<file path="config.mk">
export PLATFORM = sky130hd
export DESIGN_NAME = mem_arbiter
export DESIGN_NICKNAME = d
export VERILOG_FILES = /design/src/rtl/mem_arbiter_pkg.sv /design/src/rtl/mem_arbiter_byte_assembler.sv /design/src/rtl/mem_arbiter.sv
export SDC_FILE = /design/constraint.sdc
export NUM_CORES = 1
export LEC_CHECK = 0
export CORE_UTILIZATION = 55
export CTS_BUF_LIST = sky130_fd_sc_hd__clkbuf_4 sky130_fd_sc_hd__clkbuf_8
export CTS_CLUSTER_DIAMETER = 150
export CTS_CLUSTER_SIZE = 28
export DETAILED_ROUTE_END_ITERATION = 6
export PLACE_DENSITY = 0.93
export SYNTH_ARGS = -nofsm -noshare
export SYNTH_HDL_FRONTEND = slang
export SYNTH_SLANG_ARGS = --single-unit
</file>
<file path="constraint.sdc">
create_clock -name clk -period 6.2 [get_ports clk]
set_input_delay 1.24 -clock clk [delete_from_list [all_inputs] [get_ports clk]]
set_output_delay 1.24 -clock clk [all_outputs]
set_load 0.02 [all_outputs]
</file>
<file path="src/rtl/mem_arbiter_pkg.sv">
// Shared definitions for the byte-serial memory arbiter: state encodings,
// width aliases, IO address prefix and transaction size codes.
package mem_arbiter_pkg;

    localparam int AddrLen = 32;
    localparam int InstLen = 32;
    localparam int RegLen  = 32;

    localparam logic [1:0] IO_PREFIX = 2'b11;

    localparam logic [2:0] NB_BYTE = 3'd1;
    localparam logic [2:0] NB_HALF = 3'd2;
    localparam logic [2:0] NB_WORD = 3'd4;

    typedef enum logic [1:0] {
        ST_IDLE   = 2'd0,
        ST_RD     = 2'd1,
        ST_WR     = 2'd2,
        ST_IO_GAP = 2'd3
    } arb_state_t;

    function automatic logic is_io(input logic [AddrLen-1:0] addr);
        return addr[17:16] == IO_PREFIX;
    endfunction

endpackage

</file>
<file path="src/rtl/mem_arbiter_byte_assembler.sv">
// Byte sequencer: owns the beat counter, the issued byte address and the
// little-endian assembly of read bytes returned one cycle after each issue.
module byte_assembler
    import mem_arbiter_pkg::*;
#(
    parameter int ADDR_W = AddrLen,
    parameter int DATA_W = RegLen
) (
    input  logic              clk,
    input  logic              rst,
    input  logic              rdy,
    input  logic              i_start,
    input  logic [ADDR_W-1:0] i_base,
    input  logic [2:0]        i_nbytes,
    input  logic              i_step,
    input  logic              i_read,
    input  logic [7:0]        i_mem_din,
    output logic [ADDR_W-1:0] o_addr,
    output logic              o_last_issue,
    output logic              o_last_cap,
    output logic [DATA_W-1:0] o_merged
);

    logic [ADDR_W-1:0] r_base;
    logic [ADDR_W-1:0] r_addr;
    logic [2:0]        r_nb;
    logic [2:0]        r_cnt;
    logic              r_cap;
    logic [DATA_W-1:0] r_word;

    logic [2:0]        w_next_cnt;
    logic [1:0]        w_lane;
    logic [DATA_W-1:0] w_merged;

    assign w_next_cnt   = r_cnt + 3'd1;
    // r_cnt counts issued beats, so the byte arriving now belongs to lane cnt-1
    assign w_lane       = r_cnt[1:0] - 2'd1;
    assign o_last_issue = (w_next_cnt == r_nb);
    assign o_last_cap   = r_cap && (r_cnt == r_nb);
    assign o_addr       = r_addr;
    assign o_merged     = w_merged;

    always_comb begin
        w_merged = r_word;
        if (r_cap) begin
            w_merged[{w_lane, 3'b000} +: 8] = i_mem_din;
        end
    end

    always_ff @(posedge clk) begin
        if (rst) begin
            r_base <= '0;
            r_addr <= '0;
            r_nb   <= '0;
            r_cnt  <= '0;
            r_cap  <= 1'b0;
            r_word <= '0;
        end else if (rdy) begin
            if (i_start) begin
                r_base <= i_base;
                r_addr <= i_base;
                r_nb   <= i_nbytes;
                r_cnt  <= '0;
                r_cap  <= 1'b0;
                r_word <= '0;
            end else if (i_step) begin
                r_cap <= i_read;
                if (r_cnt != r_nb) begin
                    r_cnt <= w_next_cnt;
                end
                if (w_next_cnt < r_nb) begin
                    r_addr <= r_base + ADDR_W'(w_next_cnt);
                end
                if (r_cap) begin
                    r_word <= w_merged;
                end
            end
        end
    end

endmodule

</file>
<file path="src/rtl/mem_arbiter.sv">
// Arbiter between instruction fetch and the MEM stage for the single 8-bit
// RAM/IO bus: grant FSM, IO-full gating, fetch flush and done pulses.
module mem_arbiter
    import mem_arbiter_pkg::*;
#(
    parameter int ADDR_W = AddrLen,
    parameter int DATA_W = RegLen
) (
    input  logic              clk,
    input  logic              rst,
    input  logic              rdy,
    input  logic              if_request,
    input  logic [ADDR_W-1:0] if_addr,
    output logic [DATA_W-1:0] if_inst,
    output logic              if_enable,
    input  logic              flush,
    input  logic              d_load,
    input  logic              d_store,
    input  logic [ADDR_W-1:0] d_addr,
    input  logic [2:0]        d_nbytes,
    input  logic [DATA_W-1:0] d_wdata,
    output logic [DATA_W-1:0] d_rdata,
    output logic              d_enable,
    input  logic [7:0]        mem_din,
    output logic [7:0]        mem_dout,
    output logic [ADDR_W-1:0] mem_a,
    output logic              mem_wr,
    input  logic              io_buffer_full
);

    arb_state_t r_state;
    arb_state_t w_state_nxt;

    logic              r_owner_if;
    logic              r_io;
    logic [DATA_W-1:0] r_wdata;
    logic [7:0]        r_mem_dout;
    logic              r_mem_wr;
    logic              r_if_enable;
    logic              r_d_enable;
    logic [DATA_W-1:0] r_if_inst;
    logic [DATA_W-1:0] r_d_rdata;

    logic              w_grant_d;
    logic              w_grant_if;
    logic              w_abort;
    logic              w_step;
    logic              w_fin_rd;
    logic              w_done_if;
    logic              w_done_d;
    logic              w_last_issue;
    logic              w_last_cap;
    logic [DATA_W-1:0] w_merged;
    logic [ADDR_W-1:0] w_addr;

    // Requests stay high through their own done pulse, so mask them there
    assign w_grant_d  = (r_state == ST_IDLE) && (d_load || d_store) && !r_d_enable
                        && !(d_store && is_io(d_addr) && io_buffer_full);
    assign w_grant_if = (r_state == ST_IDLE) && !w_grant_d && if_request
                        && !r_if_enable && !flush;
    assign w_abort    = (r_state == ST_RD) && r_owner_if && flush;

    always_ff @(posedge clk) begin
        if (rst) begin
            r_state <= ST_IDLE;
        end else if (rdy) begin
            r_state <= w_state_nxt;
        end
    end

    always_comb begin
        w_state_nxt = r_state;
        case (r_state)
            ST_IDLE: begin
                if (w_grant_d) begin
                    w_state_nxt = d_store ? ST_WR : ST_RD;
                end else if (w_grant_if) begin
                    w_state_nxt = ST_RD;
                end
            end
            ST_RD: begin
                if (w_abort || w_last_cap) begin
                    w_state_nxt = ST_IDLE;
                end
            end
            ST_WR: begin
                if (w_last_issue) begin
                    w_state_nxt = r_io ? ST_IO_GAP : ST_IDLE;
                end
            end
            default: w_state_nxt = ST_IDLE;
        endcase
    end

    always_comb begin
        w_step    = ((r_state == ST_RD) && !w_abort) || (r_state == ST_WR);
        w_fin_rd  = (r_state == ST_RD) && w_last_cap && !w_abort;
        w_done_if = w_fin_rd && r_owner_if;
        w_done_d  = (w_fin_rd && !r_owner_if) || ((r_state == ST_WR) && w_last_issue);
    end

    byte_assembler #(
        .ADDR_W(ADDR_W),
        .DATA_W(DATA_W)
    ) u_asm (
        .clk         (clk),
        .rst         (rst),
        .rdy         (rdy),
        .i_start     (w_grant_d || w_grant_if),
        .i_base      (w_grant_d ? d_addr : if_addr),
        .i_nbytes    (w_grant_d ? d_nbytes : NB_WORD),
        .i_step      (w_step),
        .i_read      (r_state == ST_RD),
        .i_mem_din   (mem_din),
        .o_addr      (w_addr),
        .o_last_issue(w_last_issue),
        .o_last_cap  (w_last_cap),
        .o_merged    (w_merged)
    );

    always_ff @(posedge clk) begin
        if (rst) begin
            r_owner_if  <= 1'b0;
            r_io        <= 1'b0;
            r_wdata     <= '0;
            r_mem_dout  <= '0;
            r_mem_wr    <= 1'b0;
            r_if_enable <= 1'b0;
            r_d_enable  <= 1'b0;
            r_if_inst   <= '0;
            r_d_rdata   <= '0;
        end else if (rdy) begin
            r_if_enable <= w_done_if;
            r_d_enable  <= w_done_d;
            if (w_done_if) begin
                r_if_inst <= w_merged;
            end
            if (w_fin_rd && !r_owner_if) begin
                r_d_rdata <= w_merged;
            end
            if (w_grant_d || w_grant_if) begin
                r_owner_if <= w_grant_if;
                r_io       <= w_grant_d && d_store && is_io(d_addr);
                r_mem_wr   <= w_grant_d && d_store;
                if (w_grant_d && d_store) begin
                    r_mem_dout <= d_wdata[7:0];
                    r_wdata    <= d_wdata >> 8;
                end
            end else if (r_state == ST_WR) begin
                if (w_last_issue) begin
                    r_mem_wr <= 1'b0;
                end else begin
                    r_mem_dout <= r_wdata[7:0];
                    r_wdata    <= r_wdata >> 8;
                end
            end
        end
    end

    // A paused bus must never repeat a write strobe
    assign mem_wr    = r_mem_wr && rdy;
    assign mem_a     = w_addr;
    assign mem_dout  = r_mem_dout;
    assign if_enable = r_if_enable;
    assign d_enable  = r_d_enable;
    assign if_inst   = r_if_inst;
    assign d_rdata   = r_d_rdata;

endmodule
</file>
==> results.tsv, run 1 <==
metric	value	unit
grt_overflow	0	
cts_resized	0	
cellPowerDensity	223.6	nW/um^2
ys_ff_latch	206	
root_buffer	clkbuf_8	
yosysSeqAreaShare	0.4262	
dp_hpwl	19810	microns
postRouteAntennaNets	0	
crit_path_cell_trace	clkdlybuf4s50_1 -> and2_1 -> clkdlybuf4s50_1	
start_util	0.5614	
dpl.cell_count	1532	
cpPeakStageDelay	0.89	ns
place_area	11870	sq um
first_global_vias	9165	
postSynthCellCount	1182	
timing.final.hold_violations	0	
post_drt_via_cell_ratio	6.533	
hold_class	register to register	
first_iter_violations	1267	
syn_area	9677	sq um
intPower	1.832	mW
cts_buffers	11	
slew_headroom	0.2148	
die_w	134.6	microns
stdcell_count	1544	
dr.pass1.iters	7	
finalWirelength	29320	microns
grt_usage	0.3147	
setup_violations	0	
maxSlewViolCount	0	
crit_fanout	16	
clock-skew-final	0.03407	ns
cp_common_cell	clkdlybuf4s50_1	
cts_setup_buffers	0	
switching_share	0.3192	
port_buffers	221	
ctsHoldBuffers	0	
outcome	finished, violations left	
max_cap_violations	0	
yosysWarnings	0	
critPathLaunchType	input pin	
clk_pin_slew	0.16	ns
slowest_stage	clkdlybuf4s50_1	
fmax	237.6	MHz
nets	1447	
fp.dieArea	18130	sq um
comb_power_share	0.235	
fin_crit_sh	0.6789	
cp.arrival	2.97	ns
area_delta_synth_final	24.39	%
rsz0062_at_grt	no	
grt_pass1_wl	46690	microns
core-area	17240	sq um
vias	10090	
h-tree-depth	1	
vdd_ir_drop_max	0.1683	mV
clkPwrFrac	0.218	
cts_sinks	206	
timing.hold.ws	0.4703	ns
grt_max_degree	110	
synth.net_count	1309	
synth.avg_cell_area	8.187	sq um
worstMarginPinSlew	1.178	ns
end_kind	output pin	
synth_edf_count	0	
core.rowCount	48	
cp_data_required_time	4.96	ns
drive_gt1_frac	0.03715	
async_flop_share	0	
fin_setup_tns	0	ns
multi_input_area	5100	sq um
synth.distinct_cells	62	
clkLatencyLatePin	0.52	ns
antenna_cells	0	
crit_type	input pin to output pin	
p_leak	3.884	nW
gp_congestion	0.9427	
synthFlopType	dfxtp_1	
clockBufferDepth	3	
wl_per_cell	18.99	microns
cts_tree	yes	
p_sw	0.8590	mW
die_h	134.6	microns
violations	design-rule violations	
pwr-share-seq	0.548	
seqCellArea	4124	sq um
fillers	1355	
stdcell_area	12040	sq um
antenna_found_initial	0	
ios	222	
drcViolationCount	8	
post-route-min-period	4.209	ns
## cell type report
type | instances | area share
Tap cell | 225 | 0.02339
Clock inverter | 1 | 0.001663
Timing Repair Buffer | 234 | 0.1920
Inverter | 13 | 0.004054
Multi-Input combinational cell | 854 | 0.4237
Clock buffer | 11 | 0.01258
Sequential cell | 206 | 0.3426
## critical path, delay by kind of cell
kind / cells / cell delay, ns
AND/OR/NAND/NOR: 1 / 0.23
buffers and inverters: 2 / 1.50
## layout by cell type, fill, tap and decap left out, types with 13 or more instances in the layout
master,instances
o21ai_0,54
xor2_1,13
clkdlybuf4s50_1,220
a311oi_1,43
nand2_1,107
a21oi_1,84
nor4_1,29
dfxtp_1,206
nor2_1,144
a211oi_1,72
or4_1,34
buf_4,13
nand4_1,19
nor3_1,52
nand3_1,35
a22oi_1,34
## cells in the mapped netlist, types with 4 or more instances
library cell | instances | share of area
a211oi_1 | 72 | 0.056
nand4_1 | 19 | 0.012
nand2_1 | 109 | 0.042
a21oi_1 | 84 | 0.043
o22ai_1 | 9 | 0.0058
o221ai_1 | 5 | 0.0045
nor2b_1 | 5 | 0.0032
o21ai_0 | 54 | 0.028
and4_1 | 9 | 0.0081
inv_1 | 13 | 0.0050
o31a_1 | 5 | 0.0045
a221oi_1 | 4 | 0.0036
dfxtp_1 | 206 | 0.43
nor3_1 | 52 | 0.027
a22oi_1 | 34 | 0.026
o31ai_1 | 5 | 0.0039
o22a_1 | 7 | 0.0063
buf_1 | 13 | 0.0050
xor2_1 | 13 | 0.012
a311oi_1 | 43 | 0.039
xnor2_1 | 8 | 0.0072
and3_1 | 5 | 0.0032
ha_1 | 11 | 0.014
nor4_1 | 29 | 0.019
nand3_1 | 35 | 0.018
buf_2 | 20 | 0.010
nor2_1 | 146 | 0.057
clkbuf_1 | 75 | 0.029
o21a_1 | 5 | 0.0039
or4_1 | 34 | 0.026
## metal layers
metal	vias up	part of all wire	track usage
met5	-	0	0
li1	4684	-	-
met1	4706	0.41	0.4320
met4	0	0.028	0.1042
met2	619	0.45	0.4940
met3	78	0.11	0.06344
## final timing paths
path	from	endpoint	slack, ns	cells after the start
worst max-delay path	rdy	mem_wr	1.99	3
worst min-delay path	r_wdata[23]$_SDFFE_PP0P_	r_wdata[23]$_SDFFE_PP0P_	0.47	2
worst max register to register	u_asm.r_cnt[0]$_SDFFE_PP0P_	r_wdata[11]$_SDFFE_PP0P_	2.63	8
worst min register to register	r_wdata[23]$_SDFFE_PP0P_	r_wdata[23]$_SDFFE_PP0P_	0.47	2
## kinds of logic (layout without fill, tap and decap cells)
logic type               count (synthesis)  in the layout  share of synthesized area
flip-flops                             206            206                     0.4262
multiplexers                             5              5                   0.005560
AND/OR/NAND/NOR                        463            463                     0.2348
adder cells (fa/ha/maj)                 12             12                    0.01629
buffers and inverters                  122            259                    0.05004
AO/OA/AOI/OAI                          353            353                     0.2481
XOR/XNOR                                21             21                    0.01901
## registers in the layout (all words and copies together) (netlist names), 2 cells and up
| signal | flops |
|---|---|
| u_asm.r_base | 32 |
| r_state | 2 |
| u_asm.r_cnt | 3 |
| mem_dout | 8 |
| u_asm.r_word | 32 |
| if_inst | 32 |
| r_wdata | 24 |
| d_rdata | 32 |
| u_asm.r_nb | 3 |
| u_asm.o_addr | 32 |
## power groups by stage
| stage | Sequential (mW) | Combinational, mW | Clock, mW |
|---|---|---|---|
| global placement | 1.50 | 0.600 | 0 |
| CTS | 1.47 | 0.620 | 0.597 |
| global route | 1.48 | 0.679 | 0.637 |
| floorplan | 1.52 | 0.337 | 0 |
| finish | 1.47 | 0.632 | 0.586 |
| detailed placement | 1.50 | 0.615 | 0 |
## through the flow
| step | utilization | setup WS [ns] | power (mW) |
|---|---|---|---|
| 5_1_grt | 0.6983 | 1.932 | 2.798 |
| 4_1_cts | 0.6983 | 1.993 | 2.687 |
| 3_5_place_dp | 0.6884 | 1.942 | 2.114 |
| 6_report | 0.6983 | 1.991 | 2.691 |
| 3_3_place_gp | 0.6884 | 2.090 | 2.096 |
| 2_1_floorplan | - | 3.217 | 1.855 |
(Power assumes the default switching activity.)
==> inputs of run 2 (changes only) <==
CORE_UTILIZATION = 52   (was 55)
PLACE_DENSITY = 0.88   (was 0.93)
clock period = 4 ns   (was 6.2 ns; I/O delays follow)
==> run 2 against run 1 <==
The run still ends with design-rule violations left. First-iteration DRC count fell by 13%. Register-to-register slack worse by 2.1 ns. Utilization fell by 2.5 points. Sequential cell count is the same. Cell count rose by 1.0%. Non-clock buffer count is 12 higher. Die area grew 5.7%. Wire length up 0.18%. Combinational power grew 58%. Critical path type is now register to register.
==> results.tsv, run 2 (synthesized netlist as in run 1, its figures left out) <==
metric	value	unit
outcome	finished, violations left	
violations	design-rule violations	
die_w	138.4	microns
port_buffers	221	
ctsHoldBuffers	0	
fmax	290.4	MHz
end_kind	register	
nets	1459	
cp_data_required_time	4.42	ns
crit_type	register to register	
worstMarginPinSlew	0.8114	ns
fp.dieArea	19160	sq um
post_drt_via_cell_ratio	6.357	
p_leak	3.962	nW
die_h	138.4	microns
setup_violations	0	
hold_end	r_wdata[23]$_SDFFE_PP0P_	
hp-start	r_wdata[23]$_SDFFE_PP0P_	
wl_per_cell	18.83	microns
clock-skew-final	0.04094	ns
cts_tree	yes	
area_delta_synth_final	25.81	%
vdd_ir_drop_max	0.2706	mV
finalWirelength	29370	microns
start_util	0.5350	
ff2ff_path_depth	8	
layout_common_cells	clkdlybuf4s50_1, dfxtp_1, nor2_1	
timing.hold.ws	0.4655	ns
critPathLaunchType	register	
fin_crit_sh	0.8608	
drcViolationCount	39	
ios	222	
total_power	4.205	mW
maxSlewViolCount	0	
cts_resized	0	
core.rowCount	49	
grt_max_degree	111	
first_iter_violations	1097	
clkLatencyLatePin	0.53	ns
root_buffer	clkbuf_8	
cellPowerDensity	345.4	nW/um^2
slew_headroom	0.4546	
r2r-end	u_asm.o_addr[21]$_SDFFE_PP0P_	
utilization	0.6731	
drive_gt1_frac	0.04658	
grt_busiest_layer	met2	
cts_sinks	206	
grt.met1_usage	0.4099	
clk_pin_slew	0.17	ns
dp_hpwl	19970	microns
grt_use_met2	0.4756	
grt_pass1_wl	47340	microns
first_global_vias	9170	
vias	9917	
r2r_start	u_asm.r_cnt[0]$_SDFFE_PP0P_	
core-area	18090	sq um
regToRegSetupSlack	0.56	ns
rsz0062_at_grt	no	
max_cap_violations	0	
antenna_cells	0	
clockBufferDepth	3	
gp_congestion	0.9197	
hold_class	register to register	
cts_buffers	11	
postRouteAntennaNets	0	
post-route-min-period	3.443	ns
met3_usage	0.04953	
fin_setup_tns	0	ns
cts_setup_buffers	0	
h-tree-depth	1	
timing.final.hold_violations	0	
crit_fanout	17	
antenna_found_initial	0	
whs_path_depth	2	
grt_usage	0.2987	
final_common_cell	clkdlybuf4s50_1	
cp.arrival	3.86	ns
grt_overflow	0	
dr.pass1.iters	7	
==> run 2: cell types whose count changed in the layout (fill, tap and decap cells not counted), sizes merged <==
cell	before	now
buf	14	26
==> run 2: layout make-up <==
cell class / instances / area [sq um]
clock inverters: 1 / 20.02
fillers: 1535 / 5912
multi-input cells: 854 / 5105
clock buffers: 11 / 151.4
well taps: 229 / 286.5
repair buffers: 246 / 2439
inverters: 13 / 48.80
flip-flops and latches: 206 / 4124
==> run 2: through the flow <==
step	area, sq um	worst slack (ns)	cells
2_1_floorplan	9677	1.173	1182
3_3_place_gp	12000	0.5973	1548
3_5_place_dp	12000	0.4639	1548
4_1_cts	12170	0.6386	1560
5_1_grt	12170	0.2455	1560
6_report	12170	0.5568	1560
==> run 2: worst max-delay path by stage <==
stage | start | end | depth (start not counted)
final | u_asm.r_cnt[0]$_SDFFE_PP0P_ | u_asm.o_addr[21]$_SDFFE_PP0P_ | 8
after global routing | u_asm.r_cnt[0]$_SDFFE_PP0P_ | u_asm.o_addr[21]$_SDFFE_PP0P_ | 8
after CTS | u_asm.r_cnt[0]$_SDFFE_PP0P_ | u_asm.o_addr[21]$_SDFFE_PP0P_ | 8
after detailed placement | if_request | u_asm.o_addr[8]$_SDFFE_PP0P_ | 7
after global placement | if_request | u_asm.o_addr[10]$_SDFFE_PP0P_ | 7
after floorplan | u_asm.r_cnt[0]$_SDFFE_PP0P_ | u_asm.o_addr[18]$_SDFFE_PP0P_ | 10
==> run 2: critical path, cell delays in order, from the launching register on <==
cell and delay, ns:
dfxtp_1 0.61, inv_1 0.21, ha_1 0.49, ha_1 0.34, nand3_1 0.16, a21o_1 0.43
or4_1 0.54, and3_1 0.19, a2111oi_0 0.37
==> run 2: power by group <==
part	internal, mW	total (mW)	switching (mW)
combinational	0.420	0.999	0.579
sequential	2.17	2.28	0.112
clock	0.268	0.923	0.655
==> run 2: layer usage <==
metal	vias to the layer above	wire length, microns
met5	-	0
met3	72	2828
met4	0	822
li1	4697	-
met1	4629	12420
met2	519	13300
==> RTL change 1, RTL diff (settings of run 2) <==
Set the package constant `AddrLen` to 64 (it was 32).
--- a/src/rtl/mem_arbiter_pkg.sv
+++ b/src/rtl/mem_arbiter_pkg.sv
@@ -2,7 +2,7 @@
 // width aliases, IO address prefix and transaction size codes.
 package mem_arbiter_pkg;
 
-    localparam int AddrLen = 32;
+    localparam int AddrLen = 64;
     localparam int InstLen = 32;
     localparam int RegLen  = 32;
 
Interface: changed (resized d_addr, if_addr and mem_a); port bits go from 222 to 318. No check against the original RTL was run, so the function may have changed too.
==> RTL change 1 against run 2 <==
  * Sequential cell count rose by 64
  * Synthesized area grew 34%
  * Worst setup slack got worse by 0.031 ns
  * Power grew 37%
  * Non-clock buffer count is 100 higher
  * Clock skew decreased by 0.012 ns
  * Design area increased by 35%
  * Largest power group unchanged
  * Critical endpoint is now u_asm.o_addr[28]$_SDFFE_PP0P_
  * First-iteration DRC count rose by 32%
  * Wire length grew 36%
  * Global-route usage increased by 0.53 points
  * Critical path depth increased by 4
  * Sequential power up 35%
==> RTL change 1: results <==
placement:
  routabilityCongestion: 0.942
  io_buffers: 317
  dp_cells: 2124
  place_hpwl_um: 27900
  place_area_mm2: 0.0162
  pre_cts_ws_ns: 0.387
grt:
  grt_pass1_wl_um: 63900
  grt_antenna_before_repair: 4
  grt_start_max_net_pins: 99
  grt_pass1_vias: 12300
sta:
  final.setup_skew_ns: 0.0289
detailed_routing:
  drt-total-wl_um: 40000
  dr.pass1.iters: 5
  vias: 13000
  drtIter0Drc: 1443
synthesis:
  syn-num-nets: 1774
  synthTopCellsByArea: "dfxtp_1, nor2_1, a211oi_1"
  avgSynthCellArea_um2: 8.17
  yosysUniqueCellTypes: 76
  synthTopCellsByCount: "nor2_1, dfxtp_1, nand2_1"
power:
  switching_power_mw: 1.91
  pwr-share-seq_pct: 53.3
  pwr-share-clk_pct: 19.6
  vdd_ir_drop_max_v: 0.000223
critical_path:
  cpPeakStageDelay_ns: 0.82
  path_max_fanout: 37
  cp_top_family: "compound AO/OA/AOI/OAI gates"
finish:
  fin_nets: 2006
  multi_input_area_mm2: 0.00687
status:
  status: "completed"
clock_tree:
  cts_made_buffers: 13
==> RTL change 1: changes by cell type after synthesis, moves of 16 or more <==
| cell | delta |
|---|---|
| nor2_1 | +140 |
| a211oi_1 | +28 |
| nor3_1 | +16 |
| or4_1 | -34 |
| or3_1 | +41 |
| dfxtp_1 | +64 |
| nand2_1 | +52 |
| o22ai_1 | +19 |
| mux2i_1 | +19 |
| a311oi_1 | -21 |
| o211ai_1 | +19 |
| o21ai_0 | -27 |
==> RTL change 1: final timing paths <==
kind | end | cells after the start | slack (ns)
worst max-delay path | u_asm.o_addr[28]$_SDFFE_PP0P_ | 12 | 0.53
worst min-delay path | u_asm.r_word[31]$_SDFFE_PP0P_ | 2 | 0.46
worst max register to register | u_asm.o_addr[28]$_SDFFE_PP0P_ | 12 | 0.53
worst min register to register | u_asm.r_word[31]$_SDFFE_PP0P_ | 2 | 0.46
==> RTL change 1: metal layers <==
layer	track usage (%)	wire length [um]	vias to the layer above
li1	-	-	6181
met5	0	0	-
met1	40.6	16600	6108
met3	4.29	3430	99
met4	11.5	1300	0
met2	49.8	18700	660
==> RTL change 1: cell type report <==
type	instances	area share [%]
antenna	4	0.0611
multi-input combinational	1171	41.9
timing repair buffer	346	21.1
clock buffer	13	1.09
clock inverter	1	0.0687
inverter	13	0.298
sequential	270	33.0
tap	324	2.47
==> RTL change 1: logic make-up after synthesis <==
logic type | share of synthesized area (%)
AND/OR/NAND/NOR | 25.3
AO/OA/AOI/OAI | 21.6
flip-flops | 41.8
buffers and inverters | 5.32
XOR/XNOR | 3.12
multiplexers | 1.63
adder cells (fa/ha/maj) | 1.22
==> RTL change 2, RTL diff (flow settings as in run 2) <==
Made on the original files. Encoding of `arb_state_t`: now one-hot (4 bits for 4 states).
--- a/src/rtl/mem_arbiter_pkg.sv
+++ b/src/rtl/mem_arbiter_pkg.sv
@@ -12,11 +12,11 @@
     localparam logic [2:0] NB_HALF = 3'd2;
     localparam logic [2:0] NB_WORD = 3'd4;
 
-    typedef enum logic [1:0] {
-        ST_IDLE   = 2'd0,
-        ST_RD     = 2'd1,
-        ST_WR     = 2'd2,
-        ST_IO_GAP = 2'd3
+    typedef enum logic [3:0] {
+        ST_IDLE   = 4'b0001,
+        ST_RD     = 4'b0010,
+        ST_WR     = 4'b0100,
+        ST_IO_GAP = 4'b1000
     } arb_state_t;
 
     function automatic logic is_io(input logic [AddrLen-1:0] addr);
Behaviour: no difference found for any inputs over 4 cycles, from zero or initial values and one cycle with rst high; so few cycles prove little.
==> RTL change 2 against run 2 <==
  * Utilization down 0.76 points
  * Cell count down 3.0%
  * Sequential share of layout area shrank 0.54 points
  * Design area grew 2.6%
  * Worst setup slack worse by 0.13 ns
  * Sequential cell count rose by 2
  * Wire length down 6.6%
  * Power is 11% higher
  * Synthesized area increased by 3.5%
  * Largest cell class unchanged
==> RTL change 2: results <==
detailed_routing:
  drc: 0
  vias: 9377
  dr.pass1.iters: 5
  drtIter0Drc: 915
  post_drt_wl_per_cell_um: 18.1
sta:
  tightest_slew_ns: 1.08
  final.setup_skew_ns: 0.0403
finish:
  fin_nets: 1407
  n_antenna_cell: 0
  drive_gt1_share_pct: 7.19
critical_path:
  path_max_fanout: 26
  arrival_ns: 4.00
clock_tree:
  cts_htree_levels: 1
  cts_root_buffer: "clkbuf_8"
  post_cts_buffers: 0
  clock_latency_ns: 0.51
  clock_tree.buffer_depth: 3
  cts-resized-gates: 0
  cts.clk_slew.worst_paths_ns: 0.17
  cts_made_buffers: 11
synthesis:
  synthTopCellsByArea: "dfxtp_1, a211oi_1, o21ai_0"
  syn-num-nets: 1253
  async_reset_ff_share_pct: 0
  yosysUniqueCellTypes: 72
  synthTopCellsByCount: "dfxtp_1, nor2_1, a211oi_1"
  yosys_warnings: 0
  yosysSeqAreaShare_pct: 41.6
placement:
  routabilityCongestion: 0.872
  place_area_mm2: 0.0123
  io_buffers: 221
  place_hpwl_um: 18800
grt:
  groute.usage.overall_pct: 27.0
  grt_antenna_before_repair: 0
  grt_overflow_total: 0
  grt_start_max_net_pins: 95
  grt_pass1_vias: 8781
  grt_pass1_wl_um: 44200
power:
  intPower_mw: 3.09
  leakage_nw: 4.19
  vdd_ir_drop_max_v: 0.000219
min_path:
  hp-class: "reg2reg"
status:
  status: "completed"
-- RTL change 2: power groups by stage --
| stage | sequential [mW] | combinational, mW | clock (mW) |
|---|---|---|---|
| after floorplan | 2.43 | 0.859 | 0 |
| after global placement | 2.39 | 1.38 | 0 |
| after detailed placement | 2.39 | 1.41 | 0 |
| after CTS | 2.35 | 1.41 | 0.925 |
| after global routing | 2.37 | 1.53 | 0.989 |
| final | 2.35 | 1.43 | 0.905 |
-- RTL change 2: area by class of cell --
type                       count  area (um2)
tap                          234         293
sequential                   208        4160
fill                        1507        6280
clock inverter                 1        16.3
inverter                      10        37.5
multi-input combinational    805        5430
timing repair buffer         244        2400
clock buffer                  11         151
-- RTL change 2: worst paths after layout --
kind / start / endpoint / slack (ns) / depth (start not counted)
worst max-delay path: u_asm.r_cnt[0]$_SDFFE_PP0P_ / u_asm.o_addr[2]$_SDFFE_PP0P_ / 0.43 / 8
worst min-delay path: r_wdata[20]$_SDFFE_PP0P_ / r_wdata[20]$_SDFFE_PP0P_ / 0.47 / 2
worst max register to register: u_asm.r_cnt[0]$_SDFFE_PP0P_ / u_asm.o_addr[2]$_SDFFE_PP0P_ / 0.43 / 8
worst min register to register: r_wdata[20]$_SDFFE_PP0P_ / r_wdata[20]$_SDFFE_PP0P_ / 0.47 / 2
-- RTL change 2: worst max-delay path, stage by stage, from the launching register on --
cell	delay, ns
dfxtp_1	0.56
inv_1	0.19
ha_1	0.48
ha_1	0.24
a21oi_1	0.16
o21ai_0	0.16
o32ai_2	0.49
and2_1	0.93
a32o_1	0.28
-- RTL change 2: cell families (layout without fill, tap and decap cells) --
kind of cell	after synthesis	in the layout	share of synthesized area (%)
muxes	56	56	6.61
adders and majority gates	12	12	1.57
and+or+nand+nor	352	352	18.9
DFF	208	208	41.6
xor gates and xnor gates	18	18	1.57
AOI/OAI and AO/OA	367	367	25.1
buffers and inverters	113	266	4.62
-- RTL change 2: per-stage QoR --
stage	std cells	setup slack [ns]	hold slack (ns)	utilization (%)	total power, mW
floorplan	1126	1.26	0.431	-	3.29
global placement	1501	0.425	0.441	65.7	3.76
detailed placement	1501	0.311	0.450	65.7	3.79
CTS	1513	0.468	0.471	66.6	4.68
global route	1513	0.166	0.493	66.6	4.89
finish	1513	0.426	0.472	66.6	4.68
-- RTL change 2: layer usage --
layer,up-vias,wire [um],global-route usage [%]
li1,4522,-,-
met2,408,13000,45.6
met5,-,0,0
met4,0,554,6.64
met1,4403,12000,36.7
met3,44,1940,3.36
